<file path="src/rtl/alu_pkg.sv">
// Shared ALU control encodings, FSM state type and the reference decode table.
package alu_pkg;

   localparam int unsigned ALUOP_W   = 2;
   localparam int unsigned FUNCT_B_W = 4;
   localparam int unsigned OPC_B_W   = 3;
   localparam int unsigned OP_B_W    = 4;

   localparam logic [ALUOP_W-1:0] ALUOP_ADD   = 2'b00;
   localparam logic [ALUOP_W-1:0] ALUOP_SUB   = 2'b01;
   localparam logic [ALUOP_W-1:0] ALUOP_RTYPE = 2'b10;
   localparam logic [ALUOP_W-1:0] ALUOP_ITYPE = 2'b11;

   localparam logic [FUNCT_B_W-1:0] FUNCT_XOR = 4'b1101;
   localparam logic [FUNCT_B_W-1:0] FUNCT_ADD = 4'b0000;
   localparam logic [FUNCT_B_W-1:0] FUNCT_SUB = 4'b0001;
   localparam logic [FUNCT_B_W-1:0] FUNCT_MOD = 4'b0010;

   localparam logic [OPC_B_W-1:0] OPC_SLTI = 3'b100;
   localparam logic [OPC_B_W-1:0] OPC_ADDI = 3'b011;
   localparam logic [OPC_B_W-1:0] OPC_ORI  = 3'b010;
   localparam logic [OPC_B_W-1:0] OPC_ANDI = 3'b001;

   localparam logic [OP_B_W-1:0] OP_ADD  = 4'b0100;
   localparam logic [OP_B_W-1:0] OP_SUB  = 4'b1100;
   localparam logic [OP_B_W-1:0] OP_XOR  = 4'b0011;
   localparam logic [OP_B_W-1:0] OP_MOD  = 4'b0111;
   localparam logic [OP_B_W-1:0] OP_SLTI = 4'b0001;
   localparam logic [OP_B_W-1:0] OP_ADDI = 4'b0101;
   localparam logic [OP_B_W-1:0] OP_ORI  = 4'b0010;
   localparam logic [OP_B_W-1:0] OP_ANDI = 4'b0000;

   localparam logic [OP_B_W-1:0] NOP_CODE = 4'b1111;

   typedef enum logic [1:0] {
      IDLE  = 2'd0,
      WAIT  = 2'd1,
      VALID = 2'd2
   } state_e;

   typedef struct packed {
      logic              illegal;
      logic [OP_B_W-1:0] op;
   } dec_t;

   // Base-width table; callers handle any widened-field upper bits themselves.
   function automatic dec_t alu_decode(input logic [ALUOP_W-1:0]   aluop,
                                       input logic [FUNCT_B_W-1:0] funct,
                                       input logic [OPC_B_W-1:0]   opcode);
      dec_t d;
      d.illegal = 1'b0;
      d.op      = NOP_CODE;
      case (aluop)
         ALUOP_ADD: d.op = OP_ADD;
         ALUOP_SUB: d.op = OP_SUB;
         ALUOP_RTYPE: begin
            case (funct)
               FUNCT_XOR: d.op = OP_XOR;
               FUNCT_ADD: d.op = OP_ADD;
               FUNCT_SUB: d.op = OP_SUB;
               FUNCT_MOD: d.op = OP_MOD;
               default:   d.illegal = 1'b1;
            endcase
         end
         default: begin
            case (opcode)
               OPC_SLTI: d.op = OP_SLTI;
               OPC_ADDI: d.op = OP_ADDI;
               OPC_ORI:  d.op = OP_ORI;
               OPC_ANDI: d.op = OP_ANDI;
               default:  d.illegal = 1'b1;
            endcase
         end
      endcase
      if (d.illegal) d.op = NOP_CODE;
      return d;
   endfunction

endpackage

</file>
<file path="src/rtl/alu_ctrl_decode.sv">
// Combinational ALU control table with width extension; shared with the legacy path.
module alu_ctrl_decode
   import alu_pkg::*;
#(
   parameter int unsigned          OPC_W    = 3,
   parameter int unsigned          FUNCT_W  = 4,
   parameter int unsigned          OP_W     = 4,
   parameter logic [OP_W-1:0]      NOP_CODE = OP_W'(alu_pkg::NOP_CODE)
) (
   input  logic [ALUOP_W-1:0] aluop_i,
   input  logic [FUNCT_W-1:0] funct_i,
   input  logic [OPC_W-1:0]   opcode_i,
   output logic [OP_W-1:0]    op_o,
   output logic               illegal_o
);

   dec_t base_c;
   logic ext_bad_c;

   // Upper bits of a widened field only matter when that field selects the op.
   always_comb begin
      base_c    = alu_decode(aluop_i, funct_i[FUNCT_B_W-1:0], opcode_i[OPC_B_W-1:0]);
      ext_bad_c = 1'b0;
      if (aluop_i == ALUOP_RTYPE) ext_bad_c = ((funct_i >> FUNCT_B_W) != '0);
      if (aluop_i == ALUOP_ITYPE) ext_bad_c = ((opcode_i >> OPC_B_W) != '0);
      illegal_o = base_c.illegal | ext_bad_c;
      op_o      = illegal_o ? NOP_CODE : OP_W'(base_c.op);
   end

endmodule

</file>
<file path="src/rtl/alu_control_seq.sv">
// Registered valid/ready ALU control decoder; MOD ops are held in WAIT for
// MC_CYCLES extra cycles before being presented to the ALU.
module alu_control_seq
   import alu_pkg::*;
#(
   parameter int unsigned     OPC_W     = 3,
   parameter int unsigned     FUNCT_W   = 4,
   parameter int unsigned     OP_W      = 4,
   parameter int unsigned     MC_CYCLES = 3,
   parameter logic [OP_W-1:0] NOP_CODE  = OP_W'(alu_pkg::NOP_CODE)
) (
   input  logic               Clock,
   input  logic               Reset,
   input  logic               in_valid,
   output logic               in_ready,
   input  logic [ALUOP_W-1:0] ALUOp,
   input  logic [FUNCT_W-1:0] Funct,
   input  logic [OPC_W-1:0]   opcode,
   output logic               out_valid,
   input  logic               out_ready,
   output logic [OP_W-1:0]    Operacioni,
   output logic               illegal,
   output logic               busy
);

   localparam int unsigned        CNT_W    = (MC_CYCLES > 0) ? $clog2(MC_CYCLES + 1) : 1;
   localparam logic [CNT_W-1:0]   CNT_LOAD = (MC_CYCLES > 0) ? CNT_W'(MC_CYCLES - 1) : '0;
   localparam logic [OP_W-1:0]    MOD_CODE = OP_W'(OP_MOD);

   state_e           state_q, state_d;
   logic [CNT_W-1:0] cnt_q, cnt_d;
   logic [OP_W-1:0]  op_q, op_d;
   logic             ill_q, ill_d;
   logic             out_valid_q;
   logic             busy_q;

   logic [OP_W-1:0]  dec_op_c;
   logic             dec_ill_c;
   logic             accept_c;
   logic             enter_wait_c;

   alu_ctrl_decode #(
      .OPC_W    (OPC_W),
      .FUNCT_W  (FUNCT_W),
      .OP_W     (OP_W),
      .NOP_CODE (NOP_CODE)
   ) u_decode (
      .aluop_i   (ALUOp),
      .funct_i   (Funct),
      .opcode_i  (opcode),
      .op_o      (dec_op_c),
      .illegal_o (dec_ill_c)
   );

   assign in_ready     = (state_q == IDLE) | ((state_q == VALID) & out_ready);
   assign accept_c     = in_valid & in_ready;
   assign enter_wait_c = (MC_CYCLES > 0) & ~dec_ill_c & (dec_op_c == MOD_CODE);

   // Next-state: hold/drain transitions first, then a fresh accept overrides.
   always_comb begin
      state_d = state_q;
      cnt_d   = cnt_q;
      op_d    = op_q;
      ill_d   = ill_q;

      case (state_q)
         WAIT: begin
            if (cnt_q == '0) state_d = VALID;
            else             cnt_d   = cnt_q - CNT_W'(1);
         end
         VALID: begin
            if (out_ready) state_d = IDLE;
         end
         default: state_d = state_q;
      endcase

      if (accept_c) begin
         op_d  = dec_op_c;
         ill_d = dec_ill_c;
         if (enter_wait_c) begin
            state_d = WAIT;
            cnt_d   = CNT_LOAD;
         end else begin
            state_d = VALID;
         end
      end
   end

   always_ff @(posedge Clock) begin
      if (Reset) begin
         state_q     <= IDLE;
         cnt_q       <= '0;
         op_q        <= NOP_CODE;
         ill_q       <= 1'b0;
         out_valid_q <= 1'b0;
         busy_q      <= 1'b0;
      end else begin
         state_q     <= state_d;
         cnt_q       <= cnt_d;
         op_q        <= op_d;
         ill_q       <= ill_d;
         out_valid_q <= (state_d == VALID);
         busy_q      <= (state_d == WAIT);
      end
   end

   assign out_valid  = out_valid_q;
   assign busy       = busy_q;
   assign Operacioni = op_q;
   assign illegal    = ill_q;

endmodule
</file>
<file path="config.mk">
export PLATFORM = sky130hd
export DESIGN_NAME = alu_control_seq
export DESIGN_NICKNAME = d
export VERILOG_FILES = /design/src/rtl/alu_pkg.sv /design/src/rtl/alu_ctrl_decode.sv /design/src/rtl/alu_control_seq.sv
export SDC_FILE = /design/constraint.sdc
export NUM_CORES = 1
export LEC_CHECK = 0
export ABC_AREA = 1
export BUFFER_PORTS_ARGS = -buffer_cell sky130_fd_sc_hd__buf_2
export CAP_MARGIN = 15
export CORE_UTILIZATION = 52
export DETAILED_ROUTE_END_ITERATION = 8
export PLACE_DENSITY_LB_ADDON = 0.25
export SYNTH_ARGS = -nofsm -noshare
export SYNTH_HDL_FRONTEND = slang
export SYNTH_SLANG_ARGS = --single-unit
export TNS_END_PERCENT = 20
</file>
<file path="constraint.sdc">
create_clock -name Clock -period 3 [get_ports Clock]
set_input_delay 0 -clock Clock [delete_from_list [all_inputs] [get_ports Clock]]
set_output_delay 0 -clock Clock [all_outputs]
set_load 0.05 [all_outputs]
</file>
### Word level (Yosys, flattened, before mapping)

Index checks and enable logic that the tools add are counted.

| word-level totals | value |
|---|---|
| flip-flop bits (word level) | 11 |

| operators by class | value |
|---|---|
| add/subtract/negate cells | 1 |
| reductions and logical operators | 7 |
| bitwise logic cells | 5 |
| equal/unequal tests | 14 |
| muxes and demuxes | 16 |

Operators by type and width:

| operator | number |
|---|---|
| $pmux 4 s4 | 2 |
| $mux 2 | 8 |
| $pmux 4 s3 | 1 |
| $reduce_or 4->1 | 2 |
| $eq 2x1->1 const B | 3 |
| $eq 2x2->1 const B | 3 |
| $eq 3x2->1 const B | 2 |
| $logic_not 2->1 | 3 |
| $eq 4x1->1 const B | 1 |
| $eq 4x2->1 const B | 1 |
| $eq 4x3->1 const B | 1 |
| $eq 4x4->1 const B | 1 |
| $logic_not 4->1 | 1 |
| $mux 4 | 1 |
| $pmux 2 s2 | 1 |
| $and 1x1->1 | 3 |
| $eq 3x1->1 const B | 1 |
| $eq 3x3->1 const B | 1 |
| $mux 1 | 2 |
| $pmux 1 s2 | 1 |
| $reduce_or 2->1 | 1 |
| $sub 2x1->2 const B | 1 |
| $not 1->1 | 1 |
| $or 1x1->1 | 1 |

### Logic depth before layout (Yosys ltp)

Gate-level depths: netlist of run 1.

| logic depth | value |
|---|---|
| depth in word-level cells | 10 |
| gate-level depth with buffers | 12 |
| gate-level depth less buffers | 12 |

### Hierarchy

From an unflattened synthesis of run 1, not the netlist that was laid out.

| unflattened totals | value |
|---|---|
| cells, all modules | 110 |
| area total of the unflattened synthesis | 728.2 um^2 |

By module, submodules not included:

| module | instances | sequential area each (um^2) | area an instance (um^2) | cells each |
|---|---|---|---|---|
| alu_control_seq | 1 | 220.2 | 564.3 | 72 |
| alu_ctrl_decode | 1 | 0.0 | 163.9 | 38 |

### Worst setup path after synthesis of run 1

OpenSTA, ideal clock, no wires.

| timing | value |
|---|---|
| path kind | register to register |
| start | register state_q[0] |
| end | register busy_q (netlist: busy) |
| data required time | 2.891 ns |
| arrival time | 1.417 ns |
| clock period less this slack | 1.526 ns |
| stages on the path, launching flop included | 13 |
| slack | 1.474 ns |
| library setup time | 0.109 ns |
| buffers on the path | 0 |
| cell sequence | dfxtp_1 > inv_1 > ha_1 > nand2_1 > nand2_2 > nand2_4 > inv_1 > nand2_2 > nor2_4 > nand2_4 > o21ai_2 > nand2_1 > inv_1 |

| between the ends | value |
|---|---|
| word-level cells in the longest chain between the ends | 6 |
| elaborated cells on any way between the ends | 11 |
| classes of those cells | eq/ne (3); mux (4); bitwise (3); reduce/logical (1) |

Ends and longest elaborated chain:

| what | line | text |
|---|---|---|
| start, declared | alu_control_seq.sv:30 | `state_e state_q, state_d;` |
| start signal, assigned | alu_control_seq.sv:98 | `state_q <= state_d;` |
| $eq 2x2->1 | alu_control_seq.sv:55 | `assign in_ready = (state_q == IDLE) \| ((state_q == VALID) & out_ready);` |
| $and 1x1->1 | alu_control_seq.sv:55 |  |
| $or 1x1->1 * | alu_control_seq.sv:55 |  |
| net in_ready | alu_control_seq.sv:15 | `output logic in_ready,` |
| $and 1x1->1 * | alu_control_seq.sv:56 | `assign accept_c = in_valid & in_ready;` |
| $mux 2 * | alu_control_seq.sv:77 | `if (accept_c) begin` |
| $eq 2x1->1 * | alu_control_seq.sv:103 | `busy_q <= (state_d == WAIT);` |
| end signal, assigned | alu_control_seq.sv:103 |  |
| end, declared | alu_control_seq.sv:35 | `logic busy_q;` |

The timed path passes the listed nets; every way through them passes the cells marked *.
A chain may end at the register's enable or synchronous reset.

### Worst setup path in the final report of run 1

| timing | value |
|---|---|
| start | register state_q[0] |
| end | register out_valid_q (netlist: out_valid) |

| between the ends | value |
|---|---|
| word-level cells in the longest chain between the ends | 6 |
| elaborated cells on any way between the ends | 11 |
| classes of those cells | eq/ne (3); mux (4); bitwise (3); reduce/logical (1) |

Ends and longest elaborated chain:

| what | line | text |
|---|---|---|
| $eq 2x2->1 | alu_control_seq.sv:55, alu_control_seq.sv:66 |  |
| $and 1x1->1 | alu_control_seq.sv:55 |  |
| $or 1x1->1 | alu_control_seq.sv:55 |  |
| $and 1x1->1 | alu_control_seq.sv:56 |  |
| $mux 2 * | alu_control_seq.sv:77 |  |
| $eq 2x2->1 * | alu_control_seq.sv:102 | `out_valid_q <= (state_d == VALID);` |
| end signal, assigned | alu_control_seq.sv:102 |  |
| end, declared | alu_control_seq.sv:34 | `logic out_valid_q;` |

Every way passes the cells marked *; elsewhere a longest branch is shown, timed or not.

==> results of run 1 <==
flip-flops by register name, summed over array words and instances, names as in the netlist:
| name | count |
|---|---|
| Operacioni | 4 |
| cnt_q | 2 |
| state_q | 2 |
| busy | 1 |
| illegal | 1 |
| out_valid | 1 |
cell type report:
class / count / share of cell area
clock inverter: 1 / 0.00596
inverter: 17 / 0.0760
tap: 14 / 0.0209
multi-input combinational: 74 / 0.477
clock buffer: 3 / 0.0268
timing repair buffer: 21 / 0.131
sequential: 11 / 0.262
synth_stat cells:
library cell | count | area [um2]
o21ai_2 | 1 | 8.76
o211ai_1 | 3 | 22.5
a21oi_2 | 1 | 8.76
nor2_4 | 1 | 11.3
nand4_1 | 1 | 6.26
nand3_1 | 7 | 35.0
and2_4 | 1 | 8.76
o21ai_0 | 3 | 15.0
dfxtp_1 | 11 | 220
ha_1 | 3 | 37.5
a21oi_1 | 7 | 35.0
nand2_2 | 5 | 31.3
inv_1 | 16 | 60.1
nand3_2 | 1 | 10.0
nand2_4 | 2 | 22.5
nor2_2 | 2 | 12.5
clkdlybuf4s18_2 | 1 | 10.0
nand2_1 | 26 | 97.6
nor2_1 | 10 | 37.5
clkinv_1 | 1 | 3.75
cells by family (layout without fill, tap and decap cells):
group	count (synthesis)	in the layout
DFF	11	11
AOI/OAI and AO/OA	15	15
adders and majority gates	3	3
and+or+nand+nor	56	56
buffers and inverters	18	42
what timing repair did:
item                                   CTS  global route
endpoints found under the hold margin    3             0
hold buffers                             1             0
buffers inserted                         0             0
per-stage QoR:
stage | setup slack, ns | area [um2] | power, mW | cells | utilization
6_report | 1.46 | 840 | 0.378 | 141 | 0.717
5_1_grt | 1.36 | 840 | 0.401 | 141 | 0.717
4_1_cts | 1.47 | 840 | 0.380 | 141 | 0.717
3_5_place_dp | 1.49 | 802 | 0.275 | 136 | 0.685
3_3_place_gp | 1.56 | 802 | 0.273 | 136 | 0.685
2_1_floorplan | 1.47 | 694 | 0.249 | 103 | -
routing by layer:
metal	vias up	routed length, um	track usage
li1	370	-	-
met1	284	657	0.274
met2	19	530	0.342
met3	5	83	0.105
met4	0	19	0.103
met5	-	0	0
path summary, 6_finish.rpt:
kind                               from                    endpoint  slack, ns  cells after the start
max               state_q[0]$_SDFF_PP0_        out_valid$_SDFF_PP0_       1.46                      7
min                            in_valid  Operacioni[1]$_SDFFE_PP1P_       0.07                      3
min reg2reg  Operacioni[1]$_SDFFE_PP1P_  Operacioni[1]$_SDFFE_PP1P_       0.47                      2
max reg2reg       state_q[0]$_SDFF_PP0_        out_valid$_SDFF_PP0_       1.46                      7
critical path: stages, from the launching register on:
cell and delay [ns]:
dfxtp_1 0.36, inv_1 0.07, ha_1 0.30, nand2_1 0.09
a21oi_1 0.06, o21ai_0 0.35, nand3_1 0.12, nor2_1 0.12
report_power, final:
part           leakage, nW  switching (mW)  internal (mW)
Clock               0.0177          0.0563         0.0495
Combinational        0.341          0.0774         0.0344
Sequential          0.0905         0.00449          0.156
Total                0.450           0.138          0.240
==> flow_summary.toml, run 1 <==
[status]
status = "finished clean"

[routing]
drt_wl_total_mm = 1.29
dr.pass1.iters = 4
routedWlPerCell_um = 9.15
ant_nets = 0
viasPerCell = 4.81
vias = 678
drt_iter0_drc = 10
drc = 0

[timing]
clock.fmax_mhz = 651
relSlewSlack = 0.725
finalClockSkew_ns = 0.00430
holdWs_ns = 0.0660
drv_slew = 0
hold_violations = 0
period_minus_slack_ns = 1.54
tightest_slew_ns = 0.408
post-route-period-util = 0.512
rsz0062_at_grt = "false"
fin_setup_tns_ns = 0
finalSetupViolCount = 0

[place]
hpwl_mm = 1.03
gp_congestion = 0.771
port_buffers = 20

[grt]
gr-usage-all-layers = 0.228
grt_max_degree = 10
antenna_found_initial = 0
grt_pass1_wl_mm = 2.26
grt_pass1_vias = 599
grt_overflow = 0

[cts]
post_cts_resized = 0
clock-sinks = 11
cts_tree = "built"
cts.path.max_buffers = 2
clkTransAtPathRegs_ns = 0.08
cts_buffers = 3
cts_root_buf = "clkbuf_4"
insertion_delay_ns = 0.28
h-tree-depth = 1

[synth]
ys_warn_count = 0
synth_xor_area_frac = 0
ys_seq_area_frac = 0.317
synthCells = 103
postSynthAreaPerCell_um2 = 6.74
yosys.area_share.simple = 0.393
synth_nets = 119
synth_top_family_by_area = "simple AND/OR/NAND/NOR gates"
yosys_register_bits = 11
muxShareOfSynthArea = 0
synthAdderAreaFrac = 0.0541
ys_types = 20
synth_compound_area_frac = 0.130
synthesis.area_um2 = 694

[final_layout]
syn2layout_area_growth_pct = 20.9
ff_latch_area_um2 = 220
finalNetCount = 144
fillCellCount = 100
final_common_cell = "nand2_1"
n_antenna_cell = 0
multi_input_area_um2 = 400
drive_gt1_frac = 0.299
final_cell_mix = "26 x nand2_1, 20 x buf_2, 16 x inv_1"

[floorplan]
rows = 12
io_pins = 21
start_util = 0.593
die_area_mm2 = 0.00149
die_w_um = 38.5
coreArea_mm2 = 0.00117
die_h_um = 38.5

[critical_path]
end_kind = "flop"
worstPathRequired_ns = 3.21
critPathMaxFanout = 3
worstPathArrival_ns = 1.75
crit_type = "reg -> reg"
cp-start-kind = "flop"

[power]
p_leak_nw = 0.450
peakVddDrop_uv = 276
powerDensity_mw_per_mm2 = 450

[flow_run]
drv_cap = 0

[worst_hold_path]
hold_class = "in -> reg"
Power figures use the tool's default switching activity.
==> inputs of run 2 (changes only) <==
Settings changed: ABC_AREA 1 to 0, CORE_UTILIZATION 52 to 43.
Clock period 3 ns to 1.3 ns, I/O delays scaled along.
==> flow_summary.toml, run 2 <==
[place]
gp_congestion = 0.725
port_buffers = 20
hpwl_mm = 1.19
placed_cells = 111

[synth]
post-synth-top-count-cell = "dfxtp_1"
yosys_register_bits = 11
async_flop_share = 0
ys_types = 32
synth_nets = 89
synth_top_area_share = 0.339
synth.area.top_cells = "dfxtp_1 34%, ha_1 5.8%, nor3_1 4.6%"
synth_common_cells = "11 x dfxtp_1, 6 x nor3_1, 5 x inv_1, 5 x nand2_1"
ys_seq_area_frac = 0.339
ys_warn_count = 0
synth_area_leader_cell = "dfxtp_1"
postSynthAreaPerCell_um2 = 8.90
synth_ff_type = "dfxtp_1"
synthCells = 73
synth_edf_count = 0
synthesis.area_um2 = 649

[timing]
finalSetupViolCount = 9
post-route-period-util = 1.09
clock.fmax_mhz = 705
drv_slew = 0
period_minus_slack_ns = 1.42
finalClockSkew_ns = 0.00254
tightest_slew_ns = 0.441
hold_violations = 0
relSlewSlack = 0.702
layout_setup_ws_ns = -0.118
fin_setup_tns_ns = -0.508
rsz0062_at_grt = "true"

[cts]
cts_hold_buf = 0
cts.path.max_buffers = 2
h-tree-depth = 1
clock-sinks = 11
cts_tree = "built"
cts_root_buf = "clkbuf_4"
insertion_delay_ns = 0.27
clkTransAtPathRegs_ns = 0.07
cts_buffers = 3

[critical_path]
end_kind = "flop"
slowest_delay_ns = 0.37
crit_type = "reg -> reg"
worstPathCellList = "inv_4, ha_4, a21o_4, and2_4, and3_4, nor4_2"
critPathMaxFanout = 5
worstPathArrival_ns = 1.60
worst_path_max_delay_cell = "dfxtp_4"
worstPathRequired_ns = 1.48
cp-start-kind = "flop"

[flow_run]
drv_cap = 0

[final_layout]
fin_cells = 118
syn2layout_area_growth_pct = 47.4
final_cell_mix = "20 x buf_2, 9 x dfxtp_1, 8 x buf_4"
largest_reg_flops = 4
final_common_cell = "buf_2"
fillCellCount = 101
finalNetCount = 120
drive_gt1_frac = 0.534
n_antenna_cell = 0

[floorplan]
die_h_um = 40.9
start_util = 0.481
coreArea_mm2 = 0.00135
die_area_mm2 = 0.00167
io_pins = 21
rows = 13
die_w_um = 40.9

[status]
violations = "negative setup slack"
status = "finished, violations left"

[routing]
wl_met3_um = 110
drt_wl_total_mm = 1.77
routedWlPerCell_um = 15.0
drc = 0
wl_met2_um = 888
viasPerCell = 5.82
dr.pass1.iters = 4
drt_iter0_drc = 9
ant_nets = 0
wl_met1_um = 726
vias = 687
top_layer_used = "met4"

[grt]
grt_overflow = 0
grt_pass1_vias = 648
grt_max_degree = 14
grt_pass1_wl_mm = 2.75
gr-usage-all-layers = 0.257
antenna_found_initial = 0

[power]
powerDensity_mw_per_mm2 = 927
p_leak_nw = 0.377
totalPowerFinal_uw = 887
peakVddDrop_uv = 713

[worst_hold_path]
hold_class = "in -> reg"
==> run 2: critical path: cells and delay by family (launching register included) <==
| family | cells | cell delay, ns |
|---|---|---|
| AND/OR/NAND/NOR | 3 | 0.55 |
| flip-flops | 1 | 0.37 |
| AO/OA/AOI/OAI | 1 | 0.21 |
| adder cells (fa/ha/maj) | 1 | 0.16 |
| buffers and inverters | 1 | 0.05 |
==> run 2: through the flow <==
| stage | hold WS, ns | utilization | area, um2 | setup slack [ns] |
|---|---|---|---|---|
| global route | 0.112 | 0.709 | 957 | -0.169 |
| finish | 0.0994 | 0.709 | 957 | -0.118 |
| floorplan | 0.105 | - | 699 | -0.0966 |
| global placement | 0.328 | 0.626 | 845 | -0.133 |
| detailed placement | 0.346 | 0.626 | 845 | -0.167 |
| CTS | 0.0746 | 0.683 | 922 | -0.157 |
==> run 2: what timing repair did <==
item                                    4_1_cts  5_1_grt
endpoints found under the setup margin       10       12
buffers inserted                              2        1
pin swaps                                     6        3
gates resized for setup                       8        6
cloned                                        0        0
==> run 2: path summary, 6_finish.rpt <==
path	slack (ns)	startpoint	to	cells past startpoint
max	-0.12	state_q[0]$_SDFF_PP0_	out_valid$_SDFF_PP0_	6
min reg2reg	0.48	Operacioni[0]$_SDFFE_PP1P_	Operacioni[0]$_SDFFE_PP1P_	1
max reg2reg	-0.12	state_q[0]$_SDFF_PP0_	out_valid$_SDFF_PP0_	6
min	0.1	Reset	busy$_SDFF_PP0_	2
==> run 2: final cells by class <==
type                    count  area (um2)  share of cell area
clock buffers               4        26.3              0.0275
well taps                  15        18.8              0.0196
multi-input cells          55         500               0.523
repair buffers             28         160               0.167
inverters                   5        23.8              0.0248
flip-flops and latches     11         228               0.238
==> run 2: per-layer routing <==
layer	GRT usage	vias up
met4	0.0833	0
li1	-	334
met1	0.313	319
met2	0.406	28
met5	0	-
met3	0.103	6
==> run 2: report_power, final <==
group / leakage (nW) / switching, mW / total [mW] / internal, mW
Combinational: 0.270 / 0.176 / 0.292 / 0.116
Sequential: 0.0916 / 0.0118 / 0.366 / 0.354
Clock: 0.0150 / 0.111 / 0.230 / 0.119
==> run 2: cell families after synthesis <==
kind of cell | synth area share
compound gates | 0.200
flops | 0.339
simple gates | 0.297
buf+inv | 0.0462
mux | 0.0328
xor+xnor | 0.0270
fa+ha+maj | 0.0578
==> inputs of run 3 (changes only) <==
Settings changed: BUFFER_PORTS_ARGS -buffer_cell sky130_fd_sc_hd__buf_2 to unset, CORE_AREA set to 2 2 39 41, CORE_UTILIZATION 43 to unset, DIE_AREA set to 0 0 41 43, DONT_BUFFER_PORTS set to 1.
==> flow_summary.toml, run 3 (synthesis gave the netlist of run 2 again) <==
[cts]
cts_buffers = 3
cts_tree = "built"
insertion_delay_ns = 0.26
clkTransAtPathRegs_ns = 0.07
clock-sinks = 11
cts.path.max_buffers = 2
cts_root_buf = "clkbuf_4"
h-tree-depth = 1

[timing]
layout_setup_ws_ns = -0.160
clock.fmax_mhz = 685
post-route-period-util = 1.12
tightest_slew_ns = 0.512
finalClockSkew_ns = 0.00322
period_minus_slack_ns = 1.46
holdWs_ns = -0.209
hold_violations = 11
finalSetupViolCount = 7
rsz0062_at_grt = "true"
drv_slew = 0
relSlewSlack = 0.654

[final_layout]
n_antenna_cell = 0
final_common_cell = "buf_4"
post-route-util = 0.682
drive_gt1_frac = 0.511
fin_cells = 104
largest_reg_flops = 4
syn2layout_area_growth_pct = 45.3
finalNetCount = 105
final_cell_mix = "11 x buf_4, 9 x dfxtp_1, 4 x nor2_1, 4 x nor3_2, 4 x nand2_1"

[floorplan]
rows = 14
die_area_mm2 = 0.00176
die_h_um = 43
die_w_um = 41
start_util = 0.469
coreArea_mm2 = 0.00138
io_pins = 21

[routing]
top_layer_used = "met3"
drt_wl_total_mm = 1.55
wl_met1_um = 585
wl_met3_um = 53
drt_iter0_drc = 4
routedWlPerCell_um = 14.9
wl_met2_um = 915
dr.pass1.iters = 4
vias = 599
viasPerCell = 5.76
ant_nets = 0
drc = 0

[worst_hold_path]
hold_class = "in -> reg"

[critical_path]
crit_type = "reg -> reg"
critPathMaxFanout = 3
worstPathRequired_ns = 1.48
worstPathArrival_ns = 1.64
cp-start-kind = "flop"
end_kind = "flop"

[power]
p_switching_uw = 270
peakVddDrop_uv = 520
power.share.combinational = 0.292
p_leak_nw = 0.327
swShare = 0.316
p_int_uw = 584
totalPowerFinal_uw = 854
powerDensity_mw_per_mm2 = 905
clock_power_share = 0.267
power_frac_seq = 0.441

[grt]
grt_max_degree = 14
grt_overflow = 0
grt_pass1_wl_mm = 2.44
grt_pass1_vias = 629
antenna_found_initial = 0
gr-usage-all-layers = 0.198

[status]
violations = "negative hold slack, negative setup slack"
status = "finished, violations left"

[place]
placed_cells = 97
hpwl_mm = 1.07
place_ws_ns = -0.159
gp_congestion = 0.718
port_buffers = 0

[flow_run]
drv_cap = 0
-- run 3: cell count changes in the layout (fill, tap and decap cells not counted), sizes merged --
cell / previous run / this run
buf: 28 / 13
-- run 3: timing repair --
item / in CTS / in global routing
buffers inserted: 3 / 0
resized for setup: 7 / 17
hold endpoints to repair: 11 / 11
cloned: 0 / 0
setup endpoints to repair: 6 / 12
pin swaps: 6 / 2
-- run 3: critical path: stages, from the launching register on --
cell and delay (ns):
dfxtp_4 0.38, inv_4 0.05, ha_4 0.26, and4bb_2 0.25, o32ai_4 0.09, and2_4 0.15, nor4_2 0.19
-- run 3: layout make-up --
cell class / instances / area, um2
Sequential cell: 11 / 228
Fill cell: 105 / 440
Inverter: 5 / 21.3
Clock buffer: 4 / 26.3
Timing Repair Buffer: 13 / 105
Tap cell: 16 / 20.0
Multi-Input combinational cell: 55 / 543
-- run 3: path summary, 6_finish.rpt --
check / startpoint / to / slack (ns) / cells past startpoint
hold reg to reg: Operacioni[1]$_SDFFE_PP1P_ / Operacioni[1]$_SDFFE_PP1P_ / 0.49 / 1
setup reg to reg: state_q[0]$_SDFF_PP0_ / out_valid$_SDFF_PP0_ / -0.16 / 6
hold / removal: Reset / state_q[0]$_SDFF_PP0_ / -0.21 / 1
setup / recovery: state_q[0]$_SDFF_PP0_ / out_valid$_SDFF_PP0_ / -0.16 / 6
-- run 3: layer usage --
metal  up-vias  GRT usage
met3         0     0.0262
li1        305          -
met4         0     0.0600
met5         -          0
met1       280      0.223
met2        14      0.356
-- run 3: per-stage QoR --
step / hold WS, ns / instance area, um2 / setup TNS (ns)
2_1_floorplan: 0.105 / 699 / -0.464
3_3_place_gp: 0.0681 / 783 / -0.422
3_5_place_dp: 0.0669 / 783 / -0.598
4_1_cts: -0.215 / 863 / -0.685
5_1_grt: -0.229 / 943 / -1.41
6_report: -0.209 / 943 / -0.776
-- run 3: power by group through the flow --
stage	logic [mW]	registers (mW)	clock network, mW
after floorplan	0.119	0.429	0
after global placement	0.199	0.387	0
after detailed placement	0.203	0.387	0
after CTS	0.221	0.378	0.235
after global routing	0.267	0.379	0.254
final	0.249	0.377	0.228
